### src/rtl/pong_io_pkg.sv
// Package pong_io_pkg
//  Shared constants and types for the pong input/control front-end.
//  - ADDR_WINDOW_BITS : width of the byte offset inside the CSR window (16 bytes)
//  - CSR_*            : word offsets (adr[3:2]) of the four CSRs
//  - CTRL_*           : bit positions inside the CTRL register
//  - wb_state_e       : Wishbone slave handshake states
//  - sel_to_mask()    : expands a 4-bit byte-lane select into a 32-bit bit mask
package pong_io_pkg;

  localparam int ADDR_WINDOW_BITS = 4;

  localparam logic [1:0] CSR_CTRL     = 2'd0;
  localparam logic [1:0] CSR_STATUS   = 2'd1;
  localparam logic [1:0] CSR_EVENT    = 2'd2;
  localparam logic [1:0] CSR_IRQ_MASK = 2'd3;

  localparam int CTRL_SOFT_RST = 0;
  localparam int CTRL_FREEZE   = 1;

  // WB_HOLD swallows the remainder of a strobe that stays high after its ack,
  // so a held strobe is acknowledged exactly once.
  typedef enum logic [1:0] {
    WB_IDLE = 2'd0,
    WB_ACK  = 2'd1,
    WB_HOLD = 2'd2
  } wb_state_e;

  function automatic logic [31:0] sel_to_mask(input logic [3:0] sel);
    logic [31:0] m;
    m = '0;
    for (int b = 0; b < 4; b++) begin
      m[b*8 +: 8] = {8{sel[b]}};
    end
    return m;
  endfunction

endpackage

### src/rtl/pong_input_ctrl_if.sv
// Interface pong_input_ctrl_if
//  Wishbone classic slave bus between the Caravel wrapper and the pong CSR block.
//  Signal names keep the slave-side view (_i driven by the master, _o by the slave).
//  - wbs_stb_i / wbs_cyc_i : strobe / cycle
//  - wbs_we_i              : write enable
//  - wbs_sel_i [3:0]       : byte-lane select
//  - wbs_dat_i [31:0]      : write data
//  - wbs_adr_i [31:0]      : byte address
//  - wbs_ack_o             : acknowledge
//  - wbs_dat_o [31:0]      : read data
//  Modports: slave (CSR block), master (wrapper / testbench).
interface pong_input_ctrl_if;
  logic        wbs_stb_i;
  logic        wbs_cyc_i;
  logic        wbs_we_i;
  logic [3:0]  wbs_sel_i;
  logic [31:0] wbs_dat_i;
  logic [31:0] wbs_adr_i;
  logic        wbs_ack_o;
  logic [31:0] wbs_dat_o;

  modport slave (
    input  wbs_stb_i, wbs_cyc_i, wbs_we_i, wbs_sel_i, wbs_dat_i, wbs_adr_i,
    output wbs_ack_o, wbs_dat_o
  );

  modport master (
    output wbs_stb_i, wbs_cyc_i, wbs_we_i, wbs_sel_i, wbs_dat_i, wbs_adr_i,
    input  wbs_ack_o, wbs_dat_o
  );
endinterface

### src/rtl/pong_input_debounce.sv
// Module pong_input_debounce
//  One button channel: 2-flop synchroniser, debounce counter, stable level and
//  a single-cycle rise pulse coincident with the stable level going high.
//  Ports:
//   clk_i     in  system clock
//   rst_ni    in  asynchronous active-low reset
//   raw_i     in  raw asynchronous pad
//   stable_o  out debounced level
//   rise_o    out 1 in the cycle the debounced level changes 0->1 (comb, pre-register)
//  A change on the synchronised level must persist 2**DB_BITS cycles before it
//  is accepted; any return to the current stable level restarts the count.
module pong_input_debounce #(
  parameter int DB_BITS = 16
) (
  input  logic clk_i,
  input  logic rst_ni,
  input  logic raw_i,
  output logic stable_o,
  output logic rise_o
);

  logic [1:0]         sync_q;
  logic               stable_q, stable_d;
  logic [DB_BITS-1:0] cnt_q, cnt_d;
  logic               s;

  assign s = sync_q[1];

  always_comb begin
    cnt_d    = '0;
    stable_d = stable_q;
    if (s != stable_q) begin
      // All-ones means this is the 2**DB_BITS-th differing cycle: accept it.
      if (cnt_q == {DB_BITS{1'b1}}) begin
        stable_d = s;
      end else begin
        cnt_d = cnt_q + 1'b1;
      end
    end
  end

  // Rise is flagged in the same cycle the stable register takes the new level,
  // so the event CSR sets on the same edge.
  assign rise_o   = stable_d & ~stable_q;
  assign stable_o = stable_q;

  always_ff @(posedge clk_i or negedge rst_ni) begin
    if (!rst_ni) begin
      sync_q   <= '0;
      stable_q <= 1'b0;
      cnt_q    <= '0;
    end else begin
      sync_q   <= {sync_q[0], raw_i};
      stable_q <= stable_d;
      cnt_q    <= cnt_d;
    end
  end

endmodule

### src/rtl/pong_input_ctrl.sv
// Module pong_input_ctrl
//  Input/control front-end between the Caravel wrapper and the pong core.
//  Debounces N_IN button pads and exposes them through four Wishbone CSRs:
//   word 0 CTRL (SOFT_RST, FREEZE), 1 STATUS (levels), 2 EVENT (sticky rises, W1C),
//   3 IRQ_MASK.
//  Ports:
//   wb_clk_i    in   system clock (only clock domain)
//   wb_rst_ni   in   asynchronous active-low reset
//   wbs         slave modport of pong_input_ctrl_if (Wishbone CSR bus)
//   btn_raw_i   in   N_IN raw button pads
//   la_reset_i  in   logic-analyser game reset, active-high
//   btn_o       out  N_IN debounced levels, forced low while FREEZE is set
//   game_rst_o  out  registered reset to the pong core (la_reset_i | SOFT_RST)
//   irq_o       out  registered level interrupt, |(EVENT & IRQ_MASK)
module pong_input_ctrl
  import pong_io_pkg::*;
#(
  parameter int          N_IN      = 5,
  parameter int          DB_BITS   = 16,
  parameter logic [31:0] BASE_ADDR = 32'h3000_0000
) (
  input  logic                wb_clk_i,
  input  logic                wb_rst_ni,
  pong_input_ctrl_if.slave    wbs,
  input  logic [N_IN-1:0]     btn_raw_i,
  input  logic                la_reset_i,
  output logic [N_IN-1:0]     btn_o,
  output logic                game_rst_o,
  output logic                irq_o
);

  // ---------------------------------------------------------------- buttons
  logic [N_IN-1:0] btn_stable;
  logic [N_IN-1:0] btn_rise;

  for (genvar gi = 0; gi < N_IN; gi++) begin : g_btn
    pong_input_debounce #(
      .DB_BITS (DB_BITS)
    ) u_debounce (
      .clk_i    (wb_clk_i),
      .rst_ni   (wb_rst_ni),
      .raw_i    (btn_raw_i[gi]),
      .stable_o (btn_stable[gi]),
      .rise_o   (btn_rise[gi])
    );
  end

  // ---------------------------------------------------------------- bus FSM
  wb_state_e   state_q, state_d;
  logic        hit;
  logic        take;
  logic        ack_q;
  logic [31:0] dat_q;

  assign hit = wbs.wbs_stb_i & wbs.wbs_cyc_i &
               (wbs.wbs_adr_i[31:ADDR_WINDOW_BITS] == BASE_ADDR[31:ADDR_WINDOW_BITS]);

  always_comb begin
    state_d = state_q;
    take    = 1'b0;
    case (state_q)
      WB_IDLE: begin
        if (hit) begin
          take    = 1'b1;
          state_d = WB_ACK;
        end
      end
      WB_ACK:  state_d = hit ? WB_HOLD : WB_IDLE;
      WB_HOLD: if (!hit) state_d = WB_IDLE;
      default: state_d = WB_IDLE;
    endcase
  end

  // ---------------------------------------------------------------- CSRs
  logic [1:0]      ctrl_q, ctrl_d;
  logic [N_IN-1:0] event_q, event_d;
  logic [N_IN-1:0] mask_q, mask_d;
  logic            irq_q;
  logic            game_rst_q;
  logic [31:0]     wmask;
  logic [31:0]     wbits;
  logic [31:0]     rdata;
  logic [1:0]      word;
  logic            wr;

  assign word  = wbs.wbs_adr_i[3:2];
  assign wr    = take & wbs.wbs_we_i;
  assign wmask = sel_to_mask(wbs.wbs_sel_i);
  assign wbits = wbs.wbs_dat_i & wmask;

  always_comb begin
    ctrl_d  = ctrl_q;
    mask_d  = mask_q;
    event_d = event_q;
    if (wr && word == CSR_CTRL) begin
      ctrl_d = (ctrl_q & ~wmask[1:0]) | wbits[1:0];
    end
    if (wr && word == CSR_IRQ_MASK) begin
      mask_d = (mask_q & ~wmask[N_IN-1:0]) | wbits[N_IN-1:0];
    end
    if (wr && word == CSR_EVENT) begin
      event_d = event_q & ~wbits[N_IN-1:0];
    end
    // A new rise is OR-ed in last so it beats a simultaneous W1C clear.
    event_d = event_d | btn_rise;
  end

  // Read data is sampled from the pre-write register values.
  always_comb begin
    rdata = '0;
    case (word)
      CSR_CTRL:     rdata[1:0]      = ctrl_q;
      CSR_STATUS:   rdata[N_IN-1:0] = btn_stable;
      CSR_EVENT:    rdata[N_IN-1:0] = event_q;
      CSR_IRQ_MASK: rdata[N_IN-1:0] = mask_q;
      default:      rdata           = '0;
    endcase
  end

  always_ff @(posedge wb_clk_i or negedge wb_rst_ni) begin
    if (!wb_rst_ni) begin
      state_q    <= WB_IDLE;
      ack_q      <= 1'b0;
      dat_q      <= '0;
      ctrl_q     <= '0;
      event_q    <= '0;
      mask_q     <= '0;
      irq_q      <= 1'b0;
      game_rst_q <= 1'b1;
    end else begin
      state_q    <= state_d;
      ack_q      <= take;
      dat_q      <= take ? rdata : '0;
      ctrl_q     <= ctrl_d;
      event_q    <= event_d;
      mask_q     <= mask_d;
      irq_q      <= |(event_q & mask_q);
      game_rst_q <= la_reset_i | ctrl_q[CTRL_SOFT_RST];
    end
  end

  assign wbs.wbs_ack_o = ack_q;
  assign wbs.wbs_dat_o = dat_q;
  assign btn_o         = btn_stable & ~{N_IN{ctrl_q[CTRL_FREEZE]}};
  assign irq_o         = irq_q;
  assign game_rst_o    = game_rst_q;

  // Address bits below the word offset carry no information for 32-bit CSRs.
  logic unused_bus;
  assign unused_bus = ^{wbs.wbs_adr_i[1:0], wbs.wbs_dat_i};

endmodule

### src/flat_wrapper.sv
// flat-port wrapper written by rule: the top's interface ports become plain ports
module pong_input_ctrl_flat import pong_io_pkg::*;
#(
  parameter int          N_IN      = 5,
  parameter int          DB_BITS   = 16,
  parameter logic [31:0] BASE_ADDR = 32'h3000_0000
)
  (wb_clk_i, wb_rst_ni, btn_raw_i, la_reset_i, btn_o, game_rst_o, irq_o, wbs_wbs_stb_i, wbs_wbs_cyc_i, wbs_wbs_we_i, wbs_wbs_sel_i, wbs_wbs_dat_i, wbs_wbs_adr_i, wbs_wbs_ack_o, wbs_wbs_dat_o);
  pong_input_ctrl_if wbs_i ();
  input  logic wb_clk_i;
  input  logic wb_rst_ni;
  input  logic [N_IN-1:0] btn_raw_i;
  input  logic la_reset_i;
  output logic [N_IN-1:0] btn_o;
  output logic game_rst_o;
  output logic irq_o;
  input wire logic [$bits(wbs_i.wbs_stb_i)-1:0] wbs_wbs_stb_i;
  input wire logic [$bits(wbs_i.wbs_cyc_i)-1:0] wbs_wbs_cyc_i;
  input wire logic [$bits(wbs_i.wbs_we_i)-1:0] wbs_wbs_we_i;
  input wire logic [$bits(wbs_i.wbs_sel_i)-1:0] wbs_wbs_sel_i;
  input wire logic [$bits(wbs_i.wbs_dat_i)-1:0] wbs_wbs_dat_i;
  input wire logic [$bits(wbs_i.wbs_adr_i)-1:0] wbs_wbs_adr_i;
  output wire logic [$bits(wbs_i.wbs_ack_o)-1:0] wbs_wbs_ack_o;
  output wire logic [$bits(wbs_i.wbs_dat_o)-1:0] wbs_wbs_dat_o;
  assign wbs_i.wbs_stb_i = wbs_wbs_stb_i;
  assign wbs_i.wbs_cyc_i = wbs_wbs_cyc_i;
  assign wbs_i.wbs_we_i = wbs_wbs_we_i;
  assign wbs_i.wbs_sel_i = wbs_wbs_sel_i;
  assign wbs_i.wbs_dat_i = wbs_wbs_dat_i;
  assign wbs_i.wbs_adr_i = wbs_wbs_adr_i;
  assign wbs_wbs_ack_o = wbs_i.wbs_ack_o;
  assign wbs_wbs_dat_o = wbs_i.wbs_dat_o;
  pong_input_ctrl #(.N_IN(N_IN), .DB_BITS(DB_BITS), .BASE_ADDR(BASE_ADDR)) u_core (.wb_clk_i(wb_clk_i), .wb_rst_ni(wb_rst_ni), .wbs(wbs_i), .btn_raw_i(btn_raw_i), .la_reset_i(la_reset_i), .btn_o(btn_o), .game_rst_o(game_rst_o), .irq_o(irq_o));
endmodule
### config.mk
export PLATFORM = sky130hd
export DESIGN_NAME = pong_input_ctrl_flat
export DESIGN_NICKNAME = d
export VERILOG_FILES = /design/src/rtl/pong_io_pkg.sv /design/src/rtl/pong_input_ctrl_if.sv /design/src/rtl/pong_input_debounce.sv /design/src/rtl/pong_input_ctrl.sv /design/src/flat_wrapper.sv
export SDC_FILE = /design/constraint.sdc
export NUM_CORES = 1
export LEC_CHECK = 0
export BUFFER_PORTS_ARGS = -buffer_cell sky130_fd_sc_hd__clkbuf_2
export CAP_MARGIN = 20
export CORE_AREA = 2 2 133 135
export DETAILED_ROUTE_END_ITERATION = 8
export DIE_AREA = 0 0 135 137
export GPL_ROUTABILITY_DRIVEN = 0
export HOLD_SLACK_MARGIN = 0.12
export SETUP_SLACK_MARGIN = 0.02
export SLEW_MARGIN = 20
export SYNTH_ARGS = -nofsm -noshare
export SYNTH_HDL_FRONTEND = slang
export SYNTH_SLANG_ARGS = --single-unit
### constraint.sdc
create_clock -name wb_clk_i -period 2.13 [get_ports wb_clk_i]
set_input_delay 0.426 -clock wb_clk_i [delete_from_list [all_inputs] [get_ports wb_clk_i]]
set_output_delay 0.426 -clock wb_clk_i [all_outputs]
set_load 0.01 [all_outputs]
==> impl_results.md, run 1 <==
- Height of the die: 137 microns
- Final cycle utilization of the critical path: 86.3%
- Crit path launch: u_core.g_btn[4].u_debounce.cnt_q[0]
- DRC errors left: 0
- Die outline width: 135 microns
- Cell count after placement: 824
- Initial Util: 34.2%
- Total number of vias: 4153
- Antenna violations before repair: 0
- Post-synthesis cell type with the largest combined area: sky130_fd_sc_hd__dfrtp_1
- FP Rows: 48
- Synthesized area divided by synthesized cell count: 10.8 sq um
- Critical Path RT: 2410 ps
- Number of routed nets with antenna violations: 0
- Crit path kind: reg2reg
- Inserted Clock Buffers: 17
- Largest net degree at the start of global routing: 64
- Post-detailed-route wirelength per cell: 14.0 microns
- Top fanout value on the critical path: 14
- Min-delay worst type: in2reg
- DRC marker count from the first detailed-route iteration: 182
- Via count of the first global-routing pass: 4253
- Final setup skew: 4.95 ps
- Run status: completed
- Share of synthesized flip-flops with an asynchronous set or reset: 100%
- Final hold vios: 0
- Aggregate routed wire length: 12100 microns
- Count of inserted antenna diode cells: 0
- H-tree Lvls: 4
- Clock buffer depth: 2
- Unique cell type count in the Yosys netlist: 50
- Proportion of netlist area held by the largest area contributor: 49.7%
- Total core area: 0.0171 sq mm
- Clock Tree Root: sky130_fd_sc_hd__clkbuf_16
- Power Dens Cells: 807 mW/mm^2
- Maximum clock frequency: 544 MHz
- Placed wire-length estimate after detailed placement: 8710 microns
- Number of top-level design ports: 119
- Clock tree from TritonCTS: yes
- Clock-pin slew of the registers on the worst-case setup and hold paths: 50 ps
- Slew Limit Fails: 0
- Kind of start point of the critical path: flip-flop
- Worst setup EP type: flip-flop
- End point of the most critical hold path: u_core.game_rst_o
- Final-stage net count: 708
- Worst reg-to-reg setup slack: 290 ps
- Setup TNS Final: 0 ps
- Reg-to-reg critical path startpoint: u_core.g_btn[4].u_debounce.cnt_q[0]
- Number of instances on the worst hold path: 2
- Peak VDD IR: 524 uV
- Max-capacitance violation count: 0
- Full die area: 0.0185 sq mm
- Number of enable-type register cells in the synthesized netlist: 0
- Synthesis-to-layout area growth: 21.4%
- Area of the mapped netlist: 0.00584 sq mm
- Synthesis-stage register bit count: 117
- Leakage Power: 0.00308 uW
- Routed vias/inst: 4.82
- Wire length of the first global-routing pass: 20600 microns
- Ranking of synthesized cells by area: sky130_fd_sc_hd__dfrtp_1 50%, sky130_fd_sc_hd__xnor2_1 5.9%, sky130_fd_sc_hd__nor2_1 5.0%
- Fin crit period: 1840 ps
- Number of warning messages in the yosys log: 0
- Gate Count Post-Synth: 539
- Non-filler instance count after layout: 861
- Seq/Total Area, Yosys: 50.2%
- IO Port Bufs: 59
- Hold path startpoint: la_reset_i
- Depth of the worst register-to-register path: 6
- Number of iterations in the first detailed-routing pass: 4
- Data arrival, critical path: 2120 ps
- Num Clock Sinks: 117
- Main synth FF type: sky130_fd_sc_hd__dfrtp_1
- Critical R2R Capture: u_core.g_btn[4].u_debounce.cnt_q[15]
- Proportion of layout cells with a drive suffix above 1: 22.0%
- RSZ-0062 raised after global routing: false
- GRT Overall Usage: 14.3%
- Clock latency on the worst-skew pair: 420 ps
- Final setup vio count: 0
- Overall overflow remaining after global route: 0
layer usage:
layer	vias up	GRT usage, %	wire length (microns)
met3	23	3.93	449
met4	0	6.54	240
met2	87	22.5	5590
li1	2011	-	-
met5	-	0	0
met1	2032	18.5	5790
cell usage after synthesis, types with 3 or more instances:
master	instances
sky130_fd_sc_hd__nor2_1	78
sky130_fd_sc_hd__mux2_2	9
sky130_fd_sc_hd__nand4_1	24
sky130_fd_sc_hd__xor2_1	26
sky130_fd_sc_hd__or4_1	5
sky130_fd_sc_hd__a22oi_1	4
sky130_fd_sc_hd__nor2b_1	6
sky130_fd_sc_hd__inv_1	12
sky130_fd_sc_hd__mux2_4	5
sky130_fd_sc_hd__and3_1	4
sky130_fd_sc_hd__a41o_1	3
sky130_fd_sc_hd__dfrtp_1	116
sky130_fd_sc_hd__nor4_1	9
sky130_fd_sc_hd__nor4b_1	3
sky130_fd_sc_hd__xnor2_1	39
sky130_fd_sc_hd__and2_1	3
sky130_fd_sc_hd__nor4b_4	4
sky130_fd_sc_hd__nand2_1	27
sky130_fd_sc_hd__o21ai_0	10
sky130_fd_sc_hd__nand3_1	25
sky130_fd_sc_hd__a21oi_1	11
sky130_fd_sc_hd__or2_2	3
sky130_fd_sc_hd__nand2b_1	3
sky130_fd_sc_hd__and4_1	11
sky130_fd_sc_hd__buf_4	32
sky130_fd_sc_hd__o31ai_1	8
sky130_fd_sc_hd__ha_1	5
sky130_fd_sc_hd__or3_1	5
sky130_fd_sc_hd__nor4_4	4
sky130_fd_sc_hd__nor3_1	12
sky130_fd_sc_hd__nand3b_1	7
how the worst max path moves through the flow:
stage,end,slack [ps]
final,u_core.g_btn[4].u_debounce.cnt_q[15],290
after global routing,u_core.g_btn[4].u_debounce.cnt_q[15],80
after CTS,u_core.g_btn[1].u_debounce.cnt_q[3],240
after detailed placement,u_core.wbs.wbs_dat_o[2],180
after global placement,flip-flop,170
after floorplan,flip-flop,400
state kept, by name (all words and copies together) (netlist names), named ones only:
signal,flops
u_core.g_btn.u_debounce.sync_q,10
u_core.event_q,5
u_core.g_btn.u_debounce.cnt_q,80
u_core.wbs.wbs_dat_o,5
u_core.wbs.wbs_ack_o,1
u_core.state_q,2
u_core.game_rst_o,1
u_core.irq_o,1
u_core.g_btn.u_debounce.stable_o,5
final cells by class:
cell class                      count  area, sq um
Inverter                           13         48.8
Sequential cell                   117         2930
Multi-Input combinational cell    396         2680
Timing Repair Buffer               79          488
Fill cell                        1659         9970
Clock inverter                      8          170
Tap cell                          225          282
Clock buffer                       23          488
cells by family after synthesis:
logic type / share of synthesized area [%]
AND/OR/NAND/NOR: 25.1
AO/OA/AOI/OAI: 4.18
flip-flops: 50.2
XOR/XNOR: 9.76
buffers and inverters: 5.62
other: 0.0643
adder cells (fa/ha/maj): 1.07
multiplexers: 3.99
through the flow:
step	area (sq um)	utilization [%]	total power [uW]	worst slack (ps)	hold slack, ps
final	7080	41.5	5710	291	191
after global routing	7080	41.5	5910	80.2	194
after CTS	7080	41.5	5770	240	177
after detailed placement	6360	37.3	2590	176	249
after global placement	6360	37.3	2580	174	249
after floorplan	5930	-	2480	396	130
timing repair:
action / CTS / global route
setup buffers: 0 / 0
hold endpoints to repair: 121 / 0
endpoints found under the setup margin: 0 / 5
hold buffers: 6 / 0
gates resized for setup: 0 / 1
placed cells by master (no fill, tap or decap), types with 8 or more instances in the layout:
master	netlist	routed
sky130_fd_sc_hd__nand2_1	27	27
sky130_fd_sc_hd__nor4_1	9	9
sky130_fd_sc_hd__inv_1	12	12
sky130_fd_sc_hd__buf_4	32	13
sky130_fd_sc_hd__and4_1	11	11
sky130_fd_sc_hd__xnor2_1	39	39
sky130_fd_sc_hd__a21oi_1	11	11
sky130_fd_sc_hd__o21ai_0	10	10
sky130_fd_sc_hd__xor2_1	26	26
sky130_fd_sc_hd__nand4_1	24	24
sky130_fd_sc_hd__clkbuf_2	2	58
sky130_fd_sc_hd__nand3_1	25	25
sky130_fd_sc_hd__conb_1	1	27
sky130_fd_sc_hd__dfrtp_1	116	116
sky130_fd_sc_hd__nor3_1	12	12
sky130_fd_sc_hd__mux2_2	9	9
sky130_fd_sc_hd__clkbuf_16	0	17
sky130_fd_sc_hd__o31ai_1	8	8
sky130_fd_sc_hd__nor2_1	78	78
worst max-delay path, stage by stage, from the launching register on:
cell	delay, ps
sky130_fd_sc_hd__dfrtp_1	390
sky130_fd_sc_hd__ha_1	240
sky130_fd_sc_hd__nand4_1	220
sky130_fd_sc_hd__nor4_2	430
sky130_fd_sc_hd__or2_0	160
sky130_fd_sc_hd__buf_4	200
sky130_fd_sc_hd__a21oi_1	70
where the power goes:
group | internal, uW | switching (uW) | leakage (uW) | total (uW)
clock network | 2190 | 965 | 0.000315 | 3150
registers | 2260 | 31.1 | 0.00157 | 2290
logic | 103 | 166 | 0.00119 | 269
total | 4550 | 1160 | 0.00308 | 5710
(Power assumes the default switching activity.)
==> run 2: changes to the inputs <==
PLACE_DENSITY_LB_ADDON = 0.3   (was default)
==> impl_results.md, run 2 (synthesized netlist as in run 1, its figures left out) <==
- Final hold vios: 0
- Highest routed metal layer: met4
- Hold buffers post-CTS: 6
- Antenna violations before repair: 1
- Clock Tree Root: sky130_fd_sc_hd__clkbuf_16
- Number of top-level design ports: 119
- Inserted Clock Buffers: 17
- PnR Total Power: 5420 uW
- DRC marker count from the first detailed-route iteration: 186
- Resized cells post-CTS: 0
- Critical Path RT: 2400 ps
- Final setup skew: 13.9 ps
- Most common cell after layout, fill and taps aside: sky130_fd_sc_hd__dfrtp_1
- Run status: completed
- GRT Overall Usage: 14.3%
- Overall overflow remaining after global route: 0
- Combinational fraction of design power: 4.9%
- Clock buffer depth: 2
- PnR worst setup slack: 295 ps
- Filler cells: 1667
- H-tree Lvls: 4
- Final cycle utilization of the critical path: 86.2%
- Setup slack at placement: 104 ps
- Die outline width: 135 microns
- Kind of cell adding the most delay to the critical path: simple AND/OR/NAND/NOR gates
- Leakage Power: 0.00305 uW
- Final setup vio count: 0
- Part of the power in registers: 42.3%
- Reg-to-reg critical path startpoint: u_core.g_btn[1].u_debounce.cnt_q[0]
- Crit path kind: reg2reg
- Total core area: 0.0171 sq mm
- Routed wl met3: 422 microns
- Cell type of the slowest stage on the worst timing path: sky130_fd_sc_hd__or2_1
- Max-capacitance violation count: 0
- Synthesis-to-layout area growth: 20.2%
- Kind of start point of the critical path: flip-flop
- Setup TNS Final: 0 ps
- Worst path cell trace: ha_1 -> nand3_1 -> nor4_2 -> or2_1 -> nor2_1
- Clock tree from TritonCTS: yes
- Fin crit period: 1840 ps
- DRC errors left: 0
- Peak VDD IR: 537 uV
- Slew Limit Fails: 0
- Height of the die: 137 microns
- Final-stage net count: 707
- Total number of vias: 4110
- Register with the most flip-flops: u_core.g_btn.u_debounce.cnt_q
- Data arrival, critical path: 2100 ps
- Number of iterations in the first detailed-routing pass: 4
- Net switching component of the power: 1160 uW
- Placed wire-length estimate after detailed placement: 8780 microns
- Number of flip-flops under the largest register name: 80
- Number of instances on the worst hold path: 2
- Full die area: 0.0185 sq mm
- Wire length of the first global-routing pass: 20500 microns
- Highest-count cells in the layout ignoring fill and taps: 116 x sky130_fd_sc_hd__dfrtp_1, 78 x sky130_fd_sc_hd__nor2_1, 58 x sky130_fd_sc_hd__clkbuf_2
- Largest registers: u_core.g_btn.u_debounce.cnt_q: 80 flops, u_core.g_btn.u_debounce.sync_q: 10 flops
- FP Rows: 48
- Worst setup EP type: flip-flop
- Post-detailed-route wirelength per cell: 14.1 microns
- IO Port Bufs: 59
- Proportion of layout cells with a drive suffix above 1: 22.0%
- Placed cell areas: 0.00634 sq mm
- End point of the most critical hold path: u_core.game_rst_o
- Via count of the first global-routing pass: 4166
- Min-delay worst type: in2reg
- Post-CTS setup repair buffer count: 0
- Largest net degree at the start of global routing: 55
- Critical path buffer and inverter count: 0
- Routed vias/inst: 4.77
- Post-route cell area: 0.00701 sq mm
- Part of the power in the clock network: 52.9%
- Total routed wire length on the met1 layer: 5700 microns
- Aggregate routed wire length: 12200 microns
- Worst reg-to-reg setup slack: 290 ps
- Hold path startpoint: la_reset_i
- Top fanout value on the critical path: 14
- RSZ-0062 raised after global routing: false
- Num Clock Sinks: 117
- Int Pwr: 4260 uW
- Power Dens Cells: 773 mW/mm^2
- Clock-pin slew of the registers on the worst-case setup and hold paths: 50 ps
- Depth of the worst register-to-register path: 5
- Number of routed nets with antenna violations: 0
- Initial Util: 34.2%
- Maximum clock frequency: 545 MHz
- Clock latency on the worst-skew pair: 420 ps
- Sum of met2 wire segment lengths after detailed routing: 6020 microns
- Critical R2R Capture: u_core.g_btn[1].u_debounce.cnt_q[6]
- Fraction of power spent switching nets: 21.4%
- Stage delay of the slowest cell on the critical path: 460 ps
run 2: cell types whose count changed in the layout (fill, tap and decap cells not counted), sizes merged:
cell    change
buf         -1
diode       +1
clkbuf      +1
bufinv      -3
clkinv      +3
run 2: power by group through the flow:
| stage | sequential (uW) | clock (uW) | combinational, uW |
|---|---|---|---|
| floorplan | 2320 | 0 | 163 |
| global placement | 2320 | 0 | 256 |
| detailed placement | 2330 | 0 | 261 |
| CTS | 2290 | 2940 | 271 |
| global route | 2290 | 3030 | 300 |
| finish | 2290 | 2870 | 264 |
run 2: worst max path at each step:
stage | from | depth (start not counted) | slack (ps) | to
3_5_place_dp | wbs_wbs_adr_i[21] | 5 | 100 | flip-flop
3_3_place_gp | wbs_wbs_adr_i[13] | 5 | 110 | flip-flop
6_report | u_core.g_btn[1].u_debounce.cnt_q[0] | 5 | 290 | u_core.g_btn[1].u_debounce.cnt_q[6]
2_1_floorplan | wbs_wbs_adr_i[20] | 4 | 400 | flip-flop
4_1_cts | u_core.g_btn[1].u_debounce.cnt_q[0] | 5 | 260 | u_core.g_btn[1].u_debounce.cnt_q[6]
5_1_grt | u_core.g_btn[1].u_debounce.cnt_q[6] | 4 | 80 | u_core.g_btn[1].u_debounce.cnt_q[6]
run 2: metal layers:
layer  up-vias  GRT usage [%]
li1       2018              -
met1      2018           17.8
met2        72           24.0
met3         2           4.15
met4         0           4.69
met5         -              0
run 2: stage by stage:
step	instances	hold WS, ps	util (%)
detailed placement	823	336	37.2
global placement	823	334	37.2
CTS	861	187	41.1
finish	862	215	41.1
global route	861	192	41.1
floorplan	565	130	-
run 2: area by class of cell:
class	instances	area, sq um	area share, %
Timing Repair Buffer	78	468	6.67
Inverter	13	48.8	0.696
Tap cell	225	282	4.01
Antenna cell	1	2.50	0.0357
Sequential cell	117	2930	41.8
Clock inverter	8	95.1	1.36
Multi-Input combinational cell	396	2680	38.2
Clock buffer	24	512	7.30
==> run 3: changes to the inputs <==
clock period = 1.5 ns   (was 2.13 ns; I/O delays follow)
==> impl_results.md, run 3 (synthesized netlist as in run 1, its figures left out) <==
- Final cycle utilization of the critical path: 109%
- Num Clock Sinks: 117
- H-tree Lvls: 4
- DRC errors left: 0
- Final-stage net count: 813
- Most common cell after layout, fill and taps aside: sky130_fd_sc_hd__dfrtp_1
- Critical Path RT: 1800 ps
- Clock-pin slew of the registers on the worst-case setup and hold paths: 60 ps
- Fin crit period: 1640 ps
- Total number of vias: 4636
- Post-detailed-route wirelength per cell: 14.7 microns
- IO Port Bufs: 59
- Number of flip-flops under the largest register name: 80
- Cell count after placement: 887
- Data arrival, critical path: 1940 ps
- Final setup skew: 13.4 ps
- Number of routed nets with antenna violations: 0
- Combinational fraction of design power: 6.9%
- Clock Tree Root: sky130_fd_sc_hd__clkbuf_16
- Routed vias/inst: 4.79
- Aggregate routed wire length: 14200 microns
- Max-capacitance violation count: 0
- Critical path buffer and inverter count: 1
- Crit path kind: reg2reg
- Power Dens Cells: 940 mW/mm^2
- Clock buffer depth: 2
- Leakage Power: 0.00386 uW
- Antenna violations before repair: 0
- DRC marker count from the first detailed-route iteration: 233
- Clock latency on the worst-skew pair: 420 ps
- Top fanout value on the critical path: 6
- Highest-count cells in the layout ignoring fill and taps: 109 x sky130_fd_sc_hd__dfrtp_1, 100 x sky130_fd_sc_hd__buf_4, 53 x sky130_fd_sc_hd__clkbuf_2
- Part of the power in the clock network: 52.9%
- Overall overflow remaining after global route: 0
- Int Pwr: 6370 uW
- Clock tree from TritonCTS: yes
- Worst setup EP type: flip-flop
- Final setup vio count: 48
- Cell type of the slowest stage on the worst timing path: sky130_fd_sc_hd__dfrtp_1
- Peak VDD IR: 851 uV
- Stage delay of the slowest cell on the critical path: 410 ps
- Maximum clock frequency: 611 MHz
- Final hold vios: 0
- Largest registers: u_core.g_btn.u_debounce.cnt_q: 80 flops, u_core.g_btn.u_debounce.sync_q: 10 flops
- Kind of start point of the critical path: flip-flop
- Synthesis-to-layout area growth: 47.8%
- Proportion of layout cells with a drive suffix above 1: 47.0%
- Wire length of the first global-routing pass: 22300 microns
- PnR Total Power: 8110 uW
- Initial Util: 34.2%
- Total core area: 0.0171 sq mm
- Run status: finished with violations
- Largest net degree at the start of global routing: 74
- Kind of cell adding the most delay to the critical path: simple AND/OR/NAND/NOR gates
- Net switching component of the power: 1740 uW
- Violated checks: setup timing
- Placed wire-length estimate after detailed placement: 9240 microns
- Min-delay worst type: in2reg
- Setup TNS Final: -1930 ps
- RSZ-0062 raised after global routing: true
- FP Rows: 48
- Slew Limit Fails: 0
- Register with the most flip-flops: u_core.g_btn.u_debounce.cnt_q
- Height of the die: 137 microns
- Via count of the first global-routing pass: 4703
- Part of the power in registers: 40.2%
- PnR worst setup slack: -138 ps
- Fraction of power spent switching nets: 21.5%
- Count of inserted antenna diode cells: 0
- Inserted Clock Buffers: 17
- Non-filler instance count after layout: 967
- GRT Overall Usage: 15.5%
- Setup slack at placement: -271 ps
- Full die area: 0.0185 sq mm
- Number of top-level design ports: 119
- Worst path cell trace: nor4_4 -> nand4_4 -> nor3_4 -> buf_12 -> mux2_4
- Number of iterations in the first detailed-routing pass: 4
- Die outline width: 135 microns
[run 3: cell count changes in the layout (fill, tap and decap cells not counted), moves of 6 or more]
cell                      previous run  this run
sky130_fd_sc_hd__a21oi_1            11         1
sky130_fd_sc_hd__a21oi_2             0        10
sky130_fd_sc_hd__buf_4              13       100
sky130_fd_sc_hd__buf_6               0        14
sky130_fd_sc_hd__dfrtp_1           116       109
sky130_fd_sc_hd__dfrtp_2             0         7
sky130_fd_sc_hd__nor2_1             78        36
sky130_fd_sc_hd__nor2_2              0        21
sky130_fd_sc_hd__nor2_4              0        21
sky130_fd_sc_hd__nor3_4              1         7
sky130_fd_sc_hd__nor4_1              9         1
sky130_fd_sc_hd__nor4_4              4        12
[run 3: power by group through the flow]
stage               sequential, uW  clock, uW  combinational [uW]
floorplan                     3300          0                 239
detailed placement            3300          0                 431
global route                  3260       4530                 619
finish                        3260       4290                 561
CTS                           3250       4390                 477
global placement              3300          0                 417
[run 3: worst paths after layout]
path / from / endpoint / slack [ps] / depth (start not counted)
min: wbs_wbs_dat_i[1] / flip-flop / 150 / 2
min in group asynchronous: wb_rst_ni / u_core.g_btn[0].u_debounce.cnt_q[5] / 420 / 3
min reg2reg: u_core.g_btn[0].u_debounce.sync_q[0] / u_core.g_btn[0].u_debounce.sync_q[1] / 350 / 0
max reg2reg: u_core.state_q[0] / flip-flop / -140 / 5
max in group asynchronous: wb_rst_ni / u_core.g_btn[3].u_debounce.cnt_q[1] / 700 / 3
max: u_core.state_q[0] / flip-flop / -140 / 5
[run 3: layer usage]
metal	track usage, %	vias up	routed length, microns
li1	-	2221	-
met1	18.2	2307	6040
met2	26.9	89	7470
met3	3.93	19	461
met4	6.89	0	238
met5	0	-	0
[run 3: timing repair]
action,CTS,global route
resized for setup,53,123
buffers inserted,12,26
hold endpoints to repair,124,0
hold buffers,9,0
gates cloned,1,0
endpoints found under the setup margin,65,99
pin swaps,22,53
[run 3: area by class of cell]
| cell class | instances | area, sq um |
|---|---|---|
| Inverter | 13 | 48.8 |
| Tap cell | 225 | 282 |
| Sequential cell | 117 | 2940 |
| Clock inverter | 8 | 148 |
| Clock buffer | 24 | 482 |
| Fill cell | 1522 | 8430 |
| Multi-Input combinational cell | 396 | 3360 |
| Timing Repair Buffer | 184 | 1370 |
[run 3: through the flow]
| stage | util (%) | cell area [sq um] | hold WS (ps) |
|---|---|---|---|
| 2_1_floorplan | - | 6010 | 4.41 |
| 3_3_place_gp | 40.6 | 6920 | 322 |
| 3_5_place_dp | 40.6 | 6920 | 323 |
| 4_1_cts | 46.6 | 7950 | 129 |
| 5_1_grt | 50.6 | 8630 | 133 |
| 6_report | 50.6 | 8630 | 150 |
